[src/rtl/fir_mac_engine.sv]
// fir_mac_engine: multiply-accumulate engine for the FIR datapath.
// Accumulates NUM_TAPS sample x coefficient products per output sample.
// The sum is presented on a valid/ready output register Y. Pairs of the
// next frame keep flowing while Y is held; only the final pair of a frame
// waits for the held result to be taken. 'clear' aborts a partial frame
// without touching a pending result.
module fir_mac_engine #(
    parameter int DATA_W   = 32,
    parameter int COEF_W   = 32,
    parameter int NUM_TAPS = 11,
    parameter int ACC_W    = 68,
    parameter int SIGNED   = 0,
    parameter int IDX_W    = 4
) (
    input  logic              CLK,
    input  logic              Reset,
    input  logic              clear,
    input  logic              in_valid,
    output logic              in_ready,
    input  logic [DATA_W-1:0] X,
    input  logic [COEF_W-1:0] tap,
    output logic [IDX_W-1:0]  tap_idx,
    output logic [ACC_W-1:0]  Y,
    output logic              y_valid,
    input  logic              y_ready,
    output logic              busy
);

    localparam logic [IDX_W-1:0] LAST_IDX = IDX_W'(NUM_TAPS - 1);

    logic [IDX_W-1:0] r_tap_idx;
    logic [ACC_W-1:0] r_acc;
    logic [ACC_W-1:0] r_y;
    logic             r_y_valid;

    logic [ACC_W-1:0] w_x_ext;
    logic [ACC_W-1:0] w_tap_ext;
    logic [ACC_W-1:0] w_prod;
    logic [ACC_W-1:0] w_sum;
    logic             w_last;
    logic             w_in_ready;
    logic             w_fire;

    // Extend both operands to the accumulator width (sign or zero).
    always_comb begin
        w_x_ext   = {ACC_W{1'b0}};
        w_tap_ext = {ACC_W{1'b0}};
        if (SIGNED != 0) begin
            w_x_ext   = {{(ACC_W-DATA_W){X[DATA_W-1]}}, X};
            w_tap_ext = {{(ACC_W-COEF_W){tap[COEF_W-1]}}, tap};
        end else begin
            w_x_ext   = {{(ACC_W-DATA_W){1'b0}}, X};
            w_tap_ext = {{(ACC_W-COEF_W){1'b0}}, tap};
        end
    end

    // Product and running sum, both wrapping modulo 2^ACC_W.
    always_comb begin
        w_prod = w_x_ext * w_tap_ext;
        w_sum  = r_acc + w_prod;
    end

    // Input handshake: only the final pair of a frame waits on a held result;
    // in_valid never feeds in_ready.
    always_comb begin
        w_last     = (r_tap_idx == LAST_IDX);
        w_in_ready = ~Reset & ~clear & ~(r_y_valid & ~y_ready & w_last);
        w_fire     = in_valid & w_in_ready;
    end

    // Tap index: advances on each accepted pair, wraps after the last,
    // and is forced back to zero by a frame abort.
    always_ff @(posedge CLK or posedge Reset) begin
        if (Reset) begin
            r_tap_idx <= {IDX_W{1'b0}};
        end else if (clear) begin
            r_tap_idx <= {IDX_W{1'b0}};
        end else if (w_fire) begin
            if (w_last) begin
                r_tap_idx <= {IDX_W{1'b0}};
            end else begin
                r_tap_idx <= r_tap_idx + IDX_W'(1);
            end
        end else begin
            r_tap_idx <= r_tap_idx;
        end
    end

    // Accumulator: the first pair overwrites it so no stale sum survives
    // an aborted frame; later pairs add to it.
    always_ff @(posedge CLK or posedge Reset) begin
        if (Reset) begin
            r_acc <= {ACC_W{1'b0}};
        end else if (w_fire) begin
            if (r_tap_idx == {IDX_W{1'b0}}) begin
                r_acc <= w_prod;
            end else begin
                r_acc <= w_sum;
            end
        end else begin
            r_acc <= r_acc;
        end
    end

    // Output register: loads the finished sum on the last accept (even in
    // the same cycle the previous result is taken), otherwise clears the
    // valid flag once downstream consumes it. Y itself holds.
    always_ff @(posedge CLK or posedge Reset) begin
        if (Reset) begin
            r_y       <= {ACC_W{1'b0}};
            r_y_valid <= 1'b0;
        end else if (w_fire && w_last) begin
            r_y       <= w_sum;
            r_y_valid <= 1'b1;
        end else if (r_y_valid && y_ready) begin
            r_y       <= r_y;
            r_y_valid <= 1'b0;
        end else begin
            r_y       <= r_y;
            r_y_valid <= r_y_valid;
        end
    end

    // Output mapping; tap_idx, busy, Y and y_valid all come straight from state.
    always_comb begin
        in_ready = w_in_ready;
        tap_idx  = r_tap_idx;
        busy     = (r_tap_idx != {IDX_W{1'b0}});
        Y        = r_y;
        y_valid  = r_y_valid;
    end

endmodule

[config.mk]
export PLATFORM = sky130hd
export DESIGN_NAME = fir_mac_engine
export DESIGN_NICKNAME = d
export VERILOG_FILES = /design/src/rtl/fir_mac_engine.sv
export SDC_FILE = /design/constraint.sdc
export NUM_CORES = 2
export LEC_CHECK = 0
export BUFFER_PORTS_ARGS = -buffer_cell sky130_fd_sc_hd__buf_4
export CORE_MARGIN = 2
export CORE_UTILIZATION = 60
export CTS_CLUSTER_DIAMETER = 30
export DETAILED_ROUTE_END_ITERATION = 10
export PLACE_DENSITY_LB_ADDON = 0.12
export SLEW_MARGIN = 5
export SYNTH_ARGS = -nofsm -noshare
export SYNTH_HDL_FRONTEND = slang
export SYNTH_SLANG_ARGS = --single-unit
[constraint.sdc]
create_clock -name CLK -period 7.22 [get_ports CLK]
set_input_delay 1.444 -clock CLK [delete_from_list [all_inputs] [get_ports CLK]]
set_output_delay 1.444 -clock CLK [all_outputs]
set_load 0.05 [all_outputs]
==> flow_summary.yaml <==
logic_synthesis:
  async_flop_share_pct: 100
  synth.largest_area_cell: "fa_1"
  synth_edf_count: 0
  ys_ff_latch: 141
  yosysSeqAreaShare_pct: 8.25
  synth_cell_types: 76
  netlist_area_um2: 42800
  postSynthAreaPerCell_um2: 8.82
  netlist.area_leader.share_pct: 42.0
  yosysWarnings: 0
  synthCells: 4851
  synth_nets: 6149
  synthFlopType: "dfrtp_1"
  ys_top_cells_by_area: "fa_1 (42%), ha_1 (9.7%), dfrtp_1 (8.2%)"
timing:
  setup_slack_ns: -2.87
  final_max_slew_viol_count: 0
  setup_violations: 116
  hold_slack_ns: 0.482
  hold_violations: 0
  finalCriticalPeriod_ns: 10.09
  slew_headroom_pct: 23.3
  max_clock_freq_mhz: 99.1
  tightest_slew_ns: 1.15
  clock-skew-final_ns: 0.0123
  grt_setup_unrepaired: "yes"
  finalCritPeriodShare_pct: 140
worst_setup_path:
  required_ns: 7.61
  critPathMaxStageDelay_ns: 0.60
  critPathKind: "primary input to register"
  reg2reg_depth: 10
  crit_path_frequent_cell: "fa_1"
  worstPathArrival_ns: 10.48
  slowest_stage: "fa_2"
  reg2reg_slack_ns: 3.68
  end_kind: "register"
  cp_max_fo: 6
  cp-start-kind: "primary input"
run_status:
  status: "complete, but fails checks"
  violations: "negative setup slack"
hold_path:
  hp-class: "register to register"
  hold_depth: 2
placement:
  gp_congestion: 0.957
  portBuffers: 143
  placed_area_um2: 50100
  post-dp-hpwl_mm: 98.5
detailed_routing:
  first_pass_iters: 5
  wirelength_mm: 126
  drtIter0Drc: 2569
  drc: 0
  viasPerCell: 5.67
  vias: 36800
  ant_nets: 0
  routedWlPerCell_um: 19.4
global_route:
  grt_max_degree: 96
  grt.total_usage_pct: 33.7
  grt_pass1_wl_mm: 197
  grt_antenna_before_repair: 0
  grt_pass1_vias: 38200
  grt_overflow: 0
floorplan:
  rows: 97
  chipHeight_um: 271
  io_pins: 144
  coreArea_um2: 70300
  die_w_um: 271
  die_area_um2: 73500
  start_util_pct: 60.9
cells_and_area:
  drive_above_1_share_pct: 28.3
  design_area_um2: 55000
  antenna_cells: 0
  areaGrowthSynthToFinish_pct: 28.5
  final_common_cell: "inv_1"
  final_net_count: 6835
  most-common-layout-cells: "inv_1 (888), fa_1 (833), buf_4 (804)"
clocking:
  cts.sinks: 141
  clkLatencyLatePin_ns: 0.46
  htree_levels: 4
  clk_path_buf_depth: 2
  cts_tree: "built"
  numCtsBuffers: 17
  clock-root-buffer: "clkbuf_16"
  clk_pin_slew_ns: 0.07
job:
  cap_violations: 0
sequential cells by signal, summed over array words and instances, names as in the netlist:
signal / flops
tap_idx: 4
y_valid: 1
Y: 68
r_acc: 68
critical path: cells and delay by family:
kind / cells / cell delay [ns]
adder cells (fa/ha/maj): 10 / 4.68
AND/OR/NAND/NOR: 9 / 1.65
AO/OA/AOI/OAI: 7 / 1.60
buffers and inverters: 8 / 0.91
XOR/XNOR: 1 / 0.19
logic make-up (layout without fill, tap and decap cells):
logic type	after synthesis	in the layout	synth area share (%)
adders and majority gates	1229	1229	51.7
DFF	141	141	8.25
xor gates and xnor gates	122	122	2.50
AOI/OAI and AO/OA	573	573	8.42
and+or+nand+nor	1551	1551	17.5
buffers and inverters	1190	1889	10.5
muxes	45	45	1.18
final timing paths:
kind                             from          to
setup reg to reg           tap_idx[0]   r_acc[65]
min in group asynchronous       Reset  tap_idx[3]
max in group asynchronous       Reset   r_acc[27]
hold reg to reg                 Y[16]       Y[16]
hold / removal                  Y[16]       Y[16]
setup / recovery                 X[9]   r_acc[67]
cell type report:
| type | count | area (um2) |
|---|---|---|
| flip-flops and latches | 141 | 3530 |
| inverters | 915 | 3440 |
| clock buffers | 21 | 460 |
| clock inverters | 11 | 121 |
| fillers | 4595 | 15300 |
| well taps | 940 | 1180 |
| repair buffers | 942 | 7950 |
| multi-input cells | 3520 | 38300 |
per-stage QoR:
stage | utilization, % | instances | setup slack [ns] | setup TNS [ns]
floorplan | - | 4851 | -2.51 | -176.10
global placement | 71.3 | 6361 | -3.47 | -304.97
detailed placement | 71.3 | 6361 | -3.53 | -313.69
CTS | 74.5 | 6436 | -2.68 | -233.66
global route | 78.2 | 6490 | -3.11 | -263.09
finish | 78.2 | 6490 | -2.87 | -238.93
synthesized netlist by cell type, drive strengths merged, types with 5 or more instances:
cell type and count:
a21boi 6, xor2 45, o21bai 28, mux2 42, inv 915, a31oi 41, a211oi 17, o211ai 13
a22oi 12, nor2b 10, nor3 25, a21oi 188, dfrtp 141, o21a 16, fa 897, nor2 116
o31ai 13, nand2 758, nand2b 15, xnor2 77, o21ai 126, or2 6, and2 499, a41oi 5
ha 332, and3 16, a21o 56, nand3 29, nand4 43, clkbuf 254, nor3b 5, or3 11
buf 21, nor4 7
metal layers:
metal	vias to the layer above	GRT usage (%)	part of all wire (%)
met5	-	0	0
li1	16200	-	-
met1	18800	44.8	39
met2	1454	57.4	50
met3	359	4.27	6.4
met4	0	11.0	4.2
timing repair:
| item | in CTS | in global routing |
|---|---|---|
| buffers inserted | 43 | 63 |
| gates cloned | 0 | 5 |
| hold buffers | 0 | 0 |
| endpoints found under the setup margin | 116 | 118 |
| gates resized for setup | 275 | 446 |
| pin swaps | 153 | 234 |
Power is not shown: default switching activity piles up to over one toggle a cycle in this logic, so the estimate is an artifact.
